### config.mk
export PLATFORM = sky130hd
export DESIGN_NAME = apb_cmd_sequencer
export DESIGN_NICKNAME = d
export VERILOG_FILES = /design/src/rtl/apb_cmd_sequencer.sv
export SDC_FILE = /design/constraint.sdc
export NUM_CORES = 1
export LEC_CHECK = 0
export BUFFER_PORTS_ARGS = -buffer_cell sky130_fd_sc_hd__buf_4
export CAP_MARGIN = 25
export CORE_ASPECT_RATIO = 1.75
export CORE_MARGIN = 4
export CORE_UTILIZATION = 30
export DETAILED_ROUTE_END_ITERATION = 12
export PLACE_DENSITY = 0.51
export SYNTH_ARGS = -nofsm -noshare
export SYNTH_HDL_FRONTEND = slang
export SYNTH_SLANG_ARGS = --single-unit
### constraint.sdc
create_clock -name pclk -period 6 [get_ports pclk]
set_input_delay 0.6 -clock pclk [delete_from_list [all_inputs] [get_ports pclk]]
set_output_delay 0.6 -clock pclk [all_outputs]
set_load 0.01 [all_outputs]
### src/rtl/apb_cmd_sequencer.sv
// Purpose: buffers READ/WRITE commands and issues them one at a time to the APB top.
// Latency: a command reaches add_o two edges after its push; the response follows ready by one edge.
// Backpressure: cmd_ready_o drops while the FIFO is full; responses have no backpressure.
module apb_cmd_sequencer #(
    parameter int DEPTH   = 4,
    parameter int DATA_W  = 32,
    parameter int TIMEOUT = 16
) (
    input  logic                   pclk,
    input  logic                   preset,
    input  logic                   cmd_valid_i,
    output logic                   cmd_ready_o,
    input  logic                   cmd_write_i,
    input  logic [DATA_W-1:0]      cmd_wdata_i,
    output logic [1:0]             add_o,
    output logic [DATA_W-1:0]      wdata_o,
    input  logic                   apb_ready_i,
    input  logic [DATA_W-1:0]      apb_rdata_i,
    output logic                   rsp_valid_o,
    output logic                   rsp_write_o,
    output logic                   rsp_err_o,
    output logic [DATA_W-1:0]      rsp_rdata_o,
    output logic                   busy_o,
    output logic [$clog2(DEPTH):0] count_o
);

    localparam int PTR_W  = $clog2(DEPTH);
    localparam int CNT_W  = PTR_W + 1;
    localparam int WAIT_W = $clog2(TIMEOUT + 1);

    localparam logic [CNT_W-1:0]  CNT_FULL  = CNT_W'(DEPTH);
    localparam logic [WAIT_W-1:0] WAIT_MAX  = WAIT_W'(TIMEOUT);
    localparam logic [WAIT_W-1:0] WAIT_LAST = WAIT_W'(TIMEOUT - 1);

    localparam logic [1:0] ADD_NOP   = 2'b00;
    localparam logic [1:0] ADD_READ  = 2'b01;
    localparam logic [1:0] ADD_WRITE = 2'b11;

    typedef enum logic [1:0] {
        S_IDLE  = 2'd0,
        S_ISSUE = 2'd1,
        S_GAP   = 2'd2
    } state_t;

    state_t state_q, state_d;

    logic              fifo_write [DEPTH];
    logic [DATA_W-1:0] fifo_wdata [DEPTH];
    logic [PTR_W-1:0]  wr_ptr_q, rd_ptr_q;
    logic [CNT_W-1:0]  count_q;

    logic              issue_write_q;
    logic [WAIT_W-1:0] wait_q;

    logic push, pop, done, timed_out;

    // Full check uses the registered count only, so a pop never opens a slot in the same cycle.
    assign cmd_ready_o = (count_q != CNT_FULL);
    assign push        = cmd_valid_i && cmd_ready_o;
    assign count_o     = count_q;
    assign busy_o      = (state_q != S_IDLE) || (count_q != '0);

    // Next-state decode: pop in IDLE, finish ISSUE on ready (not in the setup cycle) or on timeout.
    always_comb begin
        state_d   = state_q;
        pop       = 1'b0;
        done      = 1'b0;
        timed_out = 1'b0;
        case (state_q)
            S_IDLE: begin
                if (count_q != '0) begin
                    pop     = 1'b1;
                    state_d = S_ISSUE;
                end
            end
            S_ISSUE: begin
                // wait_q is zero only in the setup cycle, where ready may be stale.
                if ((wait_q != '0) && apb_ready_i) begin
                    done    = 1'b1;
                    state_d = S_GAP;
                end else if (wait_q == WAIT_LAST) begin
                    done      = 1'b1;
                    timed_out = 1'b1;
                    state_d   = S_GAP;
                end
            end
            S_GAP: begin
                state_d = S_IDLE;
            end
            default: begin
                state_d = S_IDLE;
            end
        endcase
    end

    // State register.
    always_ff @(posedge pclk) begin
        if (preset) begin
            state_q <= S_IDLE;
        end else begin
            state_q <= state_d;
        end
    end

    // FIFO storage; contents need no reset because the pointers and count gate every read.
    always_ff @(posedge pclk) begin
        if (push) begin
            fifo_write[wr_ptr_q] <= cmd_write_i;
            fifo_wdata[wr_ptr_q] <= cmd_wdata_i;
        end
    end

    // FIFO pointers and occupancy; pointers wrap naturally at DEPTH.
    always_ff @(posedge pclk) begin
        if (preset) begin
            wr_ptr_q <= '0;
            rd_ptr_q <= '0;
            count_q  <= '0;
        end else begin
            if (push) begin
                wr_ptr_q <= wr_ptr_q + PTR_W'(1);
            end
            if (pop) begin
                rd_ptr_q <= rd_ptr_q + PTR_W'(1);
            end
            if (push && !pop) begin
                count_q <= count_q + CNT_W'(1);
            end else if (!push && pop) begin
                count_q <= count_q - CNT_W'(1);
            end
        end
    end

    // Issue register, wait counter, APB drive and response capture.
    always_ff @(posedge pclk) begin
        if (preset) begin
            issue_write_q <= 1'b0;
            wait_q        <= '0;
            add_o         <= ADD_NOP;
            wdata_o       <= '0;
            rsp_valid_o   <= 1'b0;
            rsp_write_o   <= 1'b0;
            rsp_err_o     <= 1'b0;
            rsp_rdata_o   <= '0;
        end else begin
            rsp_valid_o <= done;
            if (pop) begin
                issue_write_q <= fifo_write[rd_ptr_q];
                add_o         <= fifo_write[rd_ptr_q] ? ADD_WRITE : ADD_READ;
                wdata_o       <= fifo_write[rd_ptr_q] ? fifo_wdata[rd_ptr_q] : '0;
                wait_q        <= '0;
            end else if ((state_q == S_ISSUE) && (wait_q != WAIT_MAX)) begin
                wait_q <= wait_q + WAIT_W'(1);
            end
            if (done) begin
                // Dropping add_o here gives the master a full idle cycle during GAP.
                add_o       <= ADD_NOP;
                wdata_o     <= '0;
                rsp_write_o <= issue_write_q;
                rsp_err_o   <= timed_out;
                rsp_rdata_o <= (issue_write_q || timed_out) ? '0 : apb_rdata_i;
            end
        end
    end

endmodule

=== Word level (Yosys, flattened, before mapping) ===
Memories as Yosys holds them, arrays and structs flattened. A register that Yosys moved wholly into a read port is not among the register bits.
Cells that the tools add are included.

* Bits of input ports: 69
* RAM bits: 132
* Memories: 2
* Output and inout port bits: 74
* Word-level logic and storage cells: 64
* Register bits: 84

{| class="wikitable"
|+ Memories
! name !! depth !! width !! read ports !! clocked after memory_dff !! wr ports !! line !! text
|-
| fifo_wdata || 4 || 32 || 1 || 1 || 1 || 48 || <nowiki>logic [DATA_W-1:0] fifo_wdata [DEPTH];</nowiki>
|-
| fifo_write || 4 || 1 || 1 || 1 || 1 || 47 || <nowiki>logic fifo_write [DEPTH];</nowiki>
|}

* Reduce and logical (&&, ||, !) cells: 17
* Muxes and demuxes: 22
* Equality and inequality tests: 6
* Add/subtract/negate cells: 5

{| class="wikitable"
|+ Operators by type and width
! operator !! count
|-
| $mux W32 || 2
|-
| $mux W2 || 8
|-
| $mux W1 || 9
|-
| $mux W3 || 2
|-
| $ne A3 B3 Y1 const B || 2
|-
| $add A5 B1 Y5 const B || 1
|-
| $eq A5 B4 Y1 const B || 1
|-
| $logic_and A1 B1 Y1 || 5
|-
| $ne A5 B5 Y1 const B || 1
|-
| $reduce_bool A5 Y1 || 1
|-
| $add A2 B1 Y2 const B || 2
|-
| $pmux W2 S2 || 1
|-
| $reduce_bool A2 Y1 || 2
|-
| $reduce_or A2 Y1 || 2
|-
| $add A3 B1 Y3 const B || 1
|-
| $reduce_bool A3 Y1 || 1
|-
| $sub A3 B1 Y3 const B || 1
|-
| $eq A2 B1 Y1 const B || 1
|-
| $logic_not A1 Y1 || 2
|-
| $logic_not A2 Y1 || 1
|-
| $logic_or A1 B1 Y1 || 2
|-
| $ne A2 B2 Y1 const B || 1
|-
| $reduce_and A2 Y1 || 1
|}

=== Depth between registers and ports, before layout ===
Gate-level depths: netlist of run 1.

* Word-level depth: 6
* Gate-level depth with buffers: 9
* Gate-level depth less buffers: 8

=== Worst setup path before layout of run 1 ===
OpenSTA, ideal clock, no wires.

* Path kind: register to register
* Start: register count_q[0], in the netlist count_o[0]
* End: register count_q[2], in the netlist count_o[2]
* Path buffers: 1
* Data required time: 5.930 ns
* Slack: 3.786 ns
* Cell stages (with the launch flop): 10
* Arrival: 2.144 ns
* Setup time: 0.070 ns
* Clock period less this slack: 2.214 ns
* Cells stage by stage: dfxtp_1 > or3_1 > clkbuf_1 > nand2_1 > ha_1 > inv_1 > fa_1 > xor2_1 > or3_1 > a21oi_1

* Cells in the longest elaborated chain, start to end: 6
* Elaborated cells between the ends (all ways): 14
* Those cells by class: add/sub (2); eq/ne (1); mux (4); reduce/logical (7)

{| class="wikitable"
|+ RTL lines
! element !! line !! text
|-
| start: declaration || 50 || <nowiki>logic [CNT_W-1:0] count_q;</nowiki>
|-
| start signal: assignment || 127 || <nowiki>count_q <= count_q + CNT_W'(1);</nowiki>
|-
| start signal: assignment || 129 || <nowiki>count_q <= count_q - CNT_W'(1);</nowiki>
|-
| parallel branches: the longest is 6 deep, another holds $sub A3 B1 Y3 || - ||
|}

Several ways; the timed one is not identified. The select of a mux whose other input is x is not followed.
A chain may end at the register's enable or synchronous reset.

=== Worst setup path in the final report of run 1 ===
* Start: register count_q[0], in the netlist count_o[0]
* End: output port busy_o

* Cells in the longest elaborated chain, start to end: 2

{| class="wikitable"
|+ RTL lines
! element !! line !! text
|-
| $reduce_bool A3 Y1 || 61 || <nowiki>assign busy_o = (state_q != S_IDLE) || (count_q != '0);</nowiki>
|-
| $logic_or A1 B1 Y1 || 61 ||
|-
| end: declaration || 23 || <nowiki>output logic busy_o,</nowiki>
|}

No other way between the ends.

==> impl_metrics.tcl, run 1 <==
set metrics [dict create \
    area_growth_pct 25.73 \
    drc 0 \
    syn-instance-count 450 \
    clock_latency_ns 0.50 \
    ys_ff_latch 218 \
    crit_slowest_cell "nor3_1" \
    initial_core_util_pct 30.52 \
    ios 143 \
    first_pass_iters 6 \
    wl_per_cell_um 20.07 \
    timing.slew.headroom_pct 33.00 \
    async_reset_ff_share_pct 0 \
    ys_warn_count 0 \
    drive_gt1_share_pct 37.48 \
    drt-initial-drc-count 262 \
    synthTopCellsByArea "edfxtp_1 50%, dfxtp_1 22%, mux4_2 8.8%" \
    die_h_um 223.4 \
    cp_num_buf_inv 1 \
    critPathArrivalTime_ns 1.84 \
    via_count 4663 \
    cts_buffers 21 \
    critPathKind "register to primary output" \
    min_path_type "input port to register" \
    cp_cell_sequence "nor3_1 -> nand2_1 -> buf_4" \
    postRouteWirelength_um 18520 \
    critPathMaxStageDelay_ns 0.58 \
    cts_max_path_buffers 3 \
    synthMuxAreaShare_pct 9.564 \
    synth-compound-area-share_pct 10.60 \
    yosysTopAreaCell "edfxtp_1" \
    rsz0062_at_grt "false" \
    p_total_mw 4.140 \
    power_density_nw_per_um2 414.0 \
    rows 78 \
    ys_seq_area_share_pct 71.48 \
    synth_top_area_share_pct 49.83 \
    critPathTopFamily "simple AND/OR/NAND/NOR gates" \
    grt_first_pass_wirelength_um 27720 \
    grt_pass1_vias 4892 \
    h-tree-depth 1 \
    max_slew.worst_pin.slew_ns 1.005 \
    cts_root_buffer "clkbuf_16" \
    maxCapViolations 0 \
    vdd_ir_drop_max_v 0.0001748 \
    post_dp_cell_area_sq_um 9279 \
    syn_area_per_cell_sq_um 17.68 \
    yosys-top-cells-count "132 x edfxtp_1, 86 x dfxtp_1, 64 x a32o_1" \
    synth-edff-count 132 \
    die-width_um 131.1 \
    status "finished clean" \
    ctsResizeCount 0 \
    die_area_sq_um 29280 \
    ant_nets 0 \
    synthAdderAreaFrac_pct 1.510 \
    ys_types 43 \
    grt_max_degree 65 \
    path_clk_slew_ns 0.07 \
    grt_usage_pct 12.25 \
    grt_overflow 0 \
    dp.final_hpwl_um 11710 \
    yosys.area_share.simple_pct 3.351 \
    min_period_over_period_pct 40.64 \
    final_cell_area_sq_um 10000 \
    fin_tns_setup_ns 0 \
    synth.most_common_cell "edfxtp_1" \
    synth_top_family_by_area "compound AO/OA/AOI/OAI gates" \
    cts_hold_buf 0 \
    gp_congestion 0.7978 \
    required_ns 5.40 \
    cts_tree "built" \
    finalCriticalPeriod_ns 2.438 \
    yosys_most_used_dff "edfxtp_1" \
    power_leakage_nw 3.587 \
    synthesis.nets 528 \
    synthXorXnorAreaFrac_pct 0.2202 \
    final_hold_viol_count 0 \
    coreArea_sq_um 26060 \
    drv_slew 0 \
    antenna_found_initial 0 \
    num-nets-final 666 \
    portBuffers 142 \
    fmax_ghz 0.4102 \
    cts_setup_buffers 0 \
    start_kind "register" \
    syn_area_sq_um 7954 \
    finalSetupViolations 0 \
    diodes 0 \
    critical_path.max_fanout 7 \
    cp-end-kind "primary output" \
    via_per_inst 5.052 \
    clock-sinks 218 \
    skew_ns 0.01581 \
]
-- layout by cell type (no fill, tap or decap), drive strengths merged, types with 3 or more instances in the layout --
cell type,n
a21oi,17
a32o,64
and3,5
buf,147
clkbuf,27
clkinv,3
clkinvlp,3
dfxtp,86
edfxtp,132
ha,8
inv,17
mux4,33
nand2,3
nand3,7
nor2,8
o21ai,12
or3,3
-- area by class of cell --
class	instances	area, sq um
Sequential cell	218	5688
Tap cell	320	400.4
Fill cell	2395	16060
Timing Repair Buffer	147	1136
Clock buffer	27	600.6
Clock inverter	11	101.3
Inverter	13	48.80
Multi-Input combinational cell	187	2026
-- worst paths after layout --
kind                                              startpoint                           end  slack (ns)  cells after the start
worst max-delay path                 count_o[0]$_SDFFE_PP0P_                        busy_o        3.56                      3
worst min-delay path                         cmd_wdata_i[25]   fifo_wdata[2][25]$_DFFE_PP_        0.30                      1
worst max register to register       count_o[0]$_SDFFE_PP0P_       count_o[2]$_SDFFE_PP0P_        3.58                      8
worst min register to register  rsp_rdata_o[29]$_SDFFE_PP0P_  rsp_rdata_o[29]$_SDFFE_PP0P_        0.49                      1
-- through the flow --
step | utilization [%] | setup slack [ns] | instances | hold WS (ns)
2_1_floorplan | - | 3.786 | 450 | 0.4546
3_3_place_gp | 35.50 | 3.489 | 883 | 0.4650
3_5_place_dp | 35.61 | 3.457 | 884 | 0.4757
4_1_cts | 38.30 | 3.480 | 922 | 0.2727
5_1_grt | 38.38 | 3.434 | 923 | 0.2743
6_report | 38.38 | 3.562 | 923 | 0.2985
-- cells by family after synthesis --
logic type | count (synthesis)
buffers and inverters | 45
adder cells (fa/ha/maj) | 9
flip-flops | 218
AND/OR/NAND/NOR | 42
AO/OA/AOI/OAI | 100
XOR/XNOR | 2
multiplexers | 34
-- routing by layer --
| metal | share of wire (%) | vias to the layer above | wire length [um] | global-route usage (%) |
|---|---|---|---|---|
| met3 | 6.6 | 31 | 1215 | 2.468 |
| met1 | 36 | 2364 | 6580 | 12.76 |
| met2 | 55 | 150 | 10220 | 23.59 |
| met5 | 0 | - | 0 | 0 |
| li1 | - | 2118 | - | - |
| met4 | 2.7 | 0 | 509 | 4.052 |
-- report_power, final --
part           leakage, nW  switching, mW  internal [mW]
combinational         1.33          0.462          0.463
clock                0.344          0.555          0.761
sequential            1.91          0.128           1.77
-- state kept, by name, indices dropped and copies added, names as in the netlist, 2 cells and up, named ones only --
| name | flops |
|---|---|
| wr_ptr_q | 2 |
| add_o | 2 |
| fifo_write | 4 |
| rd_ptr_q | 2 |
| wait_q | 5 |
| count_o | 3 |
| rsp_rdata_o | 32 |
| fifo_wdata | 128 |
| wdata_o | 32 |
| state_q | 2 |
Power figures use the tool's default switching activity.
==> run 2: changes to the inputs <==
--- a/config.mk
+++ b/config.mk
@@ -5,13 +5,14 @@
 export SDC_FILE = /design/constraint.sdc
 export NUM_CORES = 1
 export LEC_CHECK = 0
+export ABC_AREA = 1
 export BUFFER_PORTS_ARGS = -buffer_cell sky130_fd_sc_hd__buf_4
 export CAP_MARGIN = 25
 export CORE_ASPECT_RATIO = 1.75
 export CORE_MARGIN = 4
 export CORE_UTILIZATION = 30
 export DETAILED_ROUTE_END_ITERATION = 12
-export PLACE_DENSITY = 0.51
+export PLACE_DENSITY = 0.53
 export SYNTH_ARGS = -nofsm -noshare
 export SYNTH_HDL_FRONTEND = slang
 export SYNTH_SLANG_ARGS = --single-unit
==> constraint.sdc (replaced) <==
create_clock -name pclk -period 2.1 [get_ports pclk]
set_input_delay 0.21 -clock pclk [delete_from_list [all_inputs] [get_ports pclk]]
set_output_delay 0.21 -clock pclk [all_outputs]
set_load 0.01 [all_outputs]
==> impl_metrics.tcl, run 2 <==
set metrics [dict create \
    max_slew.worst_pin.slew_ns 0.5046 \
    synth.most_common_cell "nand2_1" \
    path_clk_slew_ns 0.06 \
    post_dp_cell_area_sq_um 9812 \
    initial_core_util_pct 30.51 \
    wl_per_cell_um 14.85 \
    drt-initial-drc-count 387 \
    status "finished clean" \
    async_reset_ff_share_pct 0 \
    regMostFlops "fifo_wdata" \
    critPathArrivalTime_ns 2.26 \
    via_count 6197 \
    skew_ns 0.009705 \
    synth_top_area_share_pct 47.54 \
    synth-edff-count 132 \
    yosysTopAreaCell "edfxtp_1" \
    syn_area_sq_um 8338 \
    rows 80 \
    cp_cell_sequence "inv_1 -> nand3_1 -> nand2_1 -> inv_1 -> ha_1 -> inv_1 -> fa_1 -> a21oi_1 -> o21ai_1 -> o21ai_0 -> a21oi_1" \
    rsz0062_at_grt "false" \
    yosys_most_used_dff "edfxtp_1" \
    grt_overflow 0 \
    required_ns 2.50 \
    ys_types 29 \
    vdd_ir_drop_max_v 0.0005612 \
    critical_path.max_fanout 4 \
    ios 143 \
    ys_warn_count 0 \
    critPathMaxStageDelay_ns 0.38 \
    syn-instance-count 793 \
    die-width_um 134.0 \
    ys_seq_area_share_pct 68.19 \
    fin_util_pct 40.97 \
    yosys-top-cells-count "175 x nand2_1, 141 x nor2_1, 132 x edfxtp_1" \
    final_cell_area_sq_um 11190 \
    wl_met2_um 11240 \
    ys_ff_latch 218 \
    final_common_cell "nand2_1" \
    drive_gt1_share_pct 20.94 \
    grt_first_pass_wirelength_um 32490 \
    min_period_over_period_pct 88.99 \
    ant_nets 0 \
    cts_buffers 22 \
    area_growth_pct 34.26 \
    cts_tree "built" \
    grt_usage_pct 13.30 \
    grt_max_degree 49 \
    stdcell_count 1391 \
    critPathTopFamily "adder cells" \
    dp_slack_ns 0.02756 \
    clock-sinks 218 \
    fin_tns_setup_ns 0 \
    dr_wl_met3_um 785 \
    min_path_type "input port to register" \
    via_per_inst 4.455 \
    power_density_nw_per_um2 1231 \
    clock_latency_ns 0.50 \
    die_h_um 228.5 \
    cts_root_buffer "clkbuf_16" \
    cts_max_path_buffers 3 \
    whs_ns 0.04937 \
    first_pass_iters 4 \
    highest_layer "met4" \
    postRouteWirelength_um 20660 \
    power_leakage_nw 4.464 \
    final_hold_viol_count 0 \
    start_kind "register" \
    cp-end-kind "register" \
    cts_setup_buffers 0 \
    maxCapViolations 0 \
    die_area_sq_um 30630 \
    fmax_ghz 0.5351 \
    finalSetupViolations 0 \
    syn_area_per_cell_sq_um 10.51 \
    crit_slowest_cell "fa_1" \
    portBuffers 142 \
    p_total_mw 13.78 \
    synthesis.nets 871 \
    drv_slew 0 \
    worst_slack_ns 0.2311 \
    reg_top3 "fifo_wdata: 128 flops, rsp_rdata_o: 32 flops, wdata_o: 32 flops" \
    finalCriticalPeriod_ns 1.869 \
    largest_reg_flops 128 \
    dp.cells 1283 \
    dp.final_hpwl_um 12570 \
    diodes 0 \
    gp_congestion 0.7353 \
    num-nets-final 1084 \
    cpMostUsedCell "inv_1" \
    drc 0 \
    mostFrequentLayoutCells "174 x nand2_1, 156 x buf_4, 137 x nor2_1" \
    routedLengthMet1_um 7991 \
    h-tree-depth 1 \
    cp_num_buf_inv 3 \
    timing.slew.headroom_pct 66.36 \
    critPathKind "register to register" \
    antenna_found_initial 0 \
    coreArea_sq_um 27330 \
    synthTopCellsByArea "edfxtp_1 48%, dfxtp_1 21%, nand2_1 7.9%" \
    grt_pass1_vias 6247 \
]
[run 2: final timing paths]
| kind | slack, ns | depth (start not counted) | end | from |
|---|---|---|---|---|
| worst min register to register | 0.45 | 2 | rsp_write_o$_SDFFE_PP0P_ | rsp_write_o$_SDFFE_PP0P_ |
| worst max register to register | 0.23 | 11 | count_o[2]$_SDFFE_PP0P_ | count_o[1]$_SDFFE_PP0P_ |
| worst max-delay path | 0.23 | 11 | count_o[2]$_SDFFE_PP0P_ | count_o[1]$_SDFFE_PP0P_ |
| worst min-delay path | 0.05 | 4 | rsp_err_o$_SDFFE_PP0P_ | apb_ready_i |
[run 2: area by class of cell]
class,count,area [sq um]
clock buffers,30,611.8
fillers,2658,16130
inverters,31,118.9
multi-input cells,505,2283
flip-flops and latches,218,5689
well taps,369,461.7
repair buffers,228,1942
clock inverters,10,87.58
[run 2: cells by family after synthesis]
family,share of synthesized area [%]
AOI/OAI and AO/OA,7.518
xor gates and xnor gates,0.1051
adders and majority gates,1.441
buffers and inverters,4.952
DFF,68.19
and+or+nand+nor,17.80
[run 2: what timing repair did]
| action | in CTS | in global routing |
|---|---|---|
| hold buffers | 67 | 0 |
| gates resized for setup | 0 | 3 |
| setup endpoints to repair | 0 | 33 |
| hold endpoints to repair | 168 | 0 |
[run 2: routing by layer]
| layer | track usage (%) | up-vias |
|---|---|---|
| met3 | 1.784 | 39 |
| met1 | 14.12 | 2943 |
| met2 | 25.98 | 142 |
| met5 | 0 | - |
| li1 | - | 3073 |
| met4 | 5.159 | 0 |
[run 2: report_power, final]
group	switching, mW	internal (mW)	leakage (nW)
Clock	1.61	2.18	0.327
Sequential	0.289	5.22	1.91
Combinational	2.81	1.67	2.23
[run 2: worst min-delay path, stage by stage]
cell and delay (ns):
buf_4 0.08, nand2_2 0.06, nand2_1 0.09, a21oi_1 0.07
==> run 3: changes to the inputs <==
==> constraint.sdc (replaced) <==
create_clock -name pclk -period 2.1 [get_ports pclk]
set_input_delay 0.315 -clock pclk [delete_from_list [all_inputs] [get_ports pclk]]
set_output_delay 0.315 -clock pclk [all_outputs]
set_load 0.01 [all_outputs]
==> impl_metrics.tcl, run 3 (synthesized netlist as in run 2, its figures left out) <==
set metrics [dict create \
    status "finished clean" \
    cpMostUsedCell "inv_1" \
    finalCriticalPeriod_ns 1.869 \
    portBuffers 142 \
    grt_overflow 0 \
    skew_ns 0.01046 \
    power_density_nw_per_um2 1238 \
    via_per_inst 4.460 \
    antenna_found_initial 0 \
    initial_core_util_pct 30.51 \
    final_common_cell "nand2_1" \
    clock-sinks 218 \
    fmax_ghz 0.5351 \
    rows 80 \
    critPathKind "register to register" \
    grt_usage_pct 13.24 \
    mostFrequentLayoutCells "174 x nand2_1, 156 x buf_4, 137 x nor2_1" \
    area_growth_pct 33.18 \
    postRouteWirelength_um 20570 \
    cp-end-kind "register" \
    p_total_mw 13.75 \
    critical_path.max_fanout 4 \
    min_period_over_period_pct 88.99 \
    wl_per_cell_um 14.89 \
    max_slew.worst_pin.slew_ns 0.4944 \
    largest_reg_flops 128 \
    drive_gt1_share_pct 21.13 \
    gp_congestion 0.7353 \
    maxCapViolations 0 \
    dp.cells 1283 \
    coreArea_sq_um 27330 \
    ant_nets 0 \
    grt_first_pass_wirelength_um 32330 \
    cts_tree "built" \
    first_pass_iters 4 \
    stdcell_count 1382 \
    die_h_um 228.5 \
    final_hold_viol_count 0 \
    min_path_type "input port to register" \
    crit_slowest_cell "fa_1" \
    cts_buffers 22 \
    num-nets-final 1075 \
    timing.slew.headroom_pct 67.04 \
    start_kind "register" \
    die-width_um 134.0 \
    rsz0062_at_grt "false" \
    cts_max_path_buffers 3 \
    ios 143 \
    dp.final_hpwl_um 12570 \
    reg_top3 "fifo_wdata: 128 flops, rsp_rdata_o: 32 flops, wdata_o: 32 flops" \
    drt-initial-drc-count 377 \
    die_area_sq_um 30630 \
    cp_cell_sequence "inv_1 -> nand3_1 -> nand2_1 -> inv_1 -> ha_1 -> inv_1 -> fa_1 -> a21oi_1 -> o21ai_1 -> o21ai_0 -> a21oi_1" \
    finalSetupViolations 0 \
    drv_slew 0 \
    power_leakage_nw 4.425 \
    drc 0 \
    cts_root_buffer "clkbuf_16" \
    cts_setup_buffers 0 \
    vdd_ir_drop_max_v 0.0005590 \
    critPathMaxStageDelay_ns 0.38 \
    diodes 0 \
    grt_max_degree 49 \
    regMostFlops "fifo_wdata" \
    grt_pass1_vias 6199 \
    via_count 6164 \
    path_clk_slew_ns 0.06 \
    h-tree-depth 1 \
    clock_latency_ns 0.50 \
    critPathArrivalTime_ns 2.26 \
    reg2reg_slack_ns 0.23 \
    required_ns 2.49 \
]
[run 3: changes by cell type in the layout (fill, tap and decap cells not counted), sizes merged]
cell | previous run | this run
dlygate4sd3 | 67 | 58
[run 3: timing repair]
| item | 4_1_cts | 5_1_grt |
|---|---|---|
| setup endpoints to repair | 0 | 33 |
| resized for setup | 0 | 3 |
| endpoints found under the hold margin | 131 | 0 |
| hold buffers | 58 | 0 |
[run 3: critical path: cells and delay by family, from the launching register on]
kind,cells,cell delay [ns]
AOI/OAI and AO/OA,4,0.46
adders and majority gates,2,0.52
buffers and inverters,3,0.23
DFF,1,0.37
and+or+nand+nor,2,0.19
[run 3: where the power goes]
part           leakage [nW]  internal, mW  switching [mW]
clock                 0.327          2.18            1.61
sequential             1.91          5.22           0.288
combinational          2.19          1.65            2.80
total                  4.43          9.05            4.69
[run 3: stage by stage]
stage / area (sq um) / hold slack (ns) / TNS, ns / util [%] / setup WS, ns
3_3_place_gp: 9812 / 0.4379 / 0 / 35.91 / 0.07383
3_5_place_dp: 9812 / 0.4401 / 0 / 35.91 / 0.02756
6_report: 11100 / 0.02283 / 0 / 40.64 / 0.2311
4_1_cts: 11090 / 0.00004124 / 0 / 40.59 / 0.02136
2_1_floorplan: 8348 / 0.3841 / -12.13 / - / -0.09189
5_1_grt: 11100 / 0.006133 / 0 / 40.64 / 0.004294
[run 3: final timing paths]
check / startpoint / endpoint / cells after the start
worst max-delay path: count_o[1]$_SDFFE_PP0P_ / count_o[2]$_SDFFE_PP0P_ / 11
worst min-delay path: cmd_wdata_i[16] / fifo_wdata[3][16]$_DFFE_PP_ / 1
worst max register to register: count_o[1]$_SDFFE_PP0P_ / count_o[2]$_SDFFE_PP0P_ / 11
worst min register to register: rsp_write_o$_SDFFE_PP0P_ / rsp_write_o$_SDFFE_PP0P_ / 2
[run 3: per-layer routing]
metal	GRT usage, %	vias to the layer above	part of all wire (%)
met5	0	-	0
met4	5.159	0	3.1
met3	1.784	39	3.6
met2	25.79	140	55
met1	14.12	2929	39
li1	-	3056	-
[run 3: final cells by class]
| type | instances | area, sq um |
|---|---|---|
| repair buffers | 219 | 1852 |
| flip-flops and latches | 218 | 5689 |
| inverters | 31 | 118.9 |
| multi-input cells | 505 | 2283 |
| clock buffers | 30 | 611.8 |
| fillers | 2654 | 16220 |
| clock inverters | 10 | 87.58 |
| well taps | 369 | 461.7 |
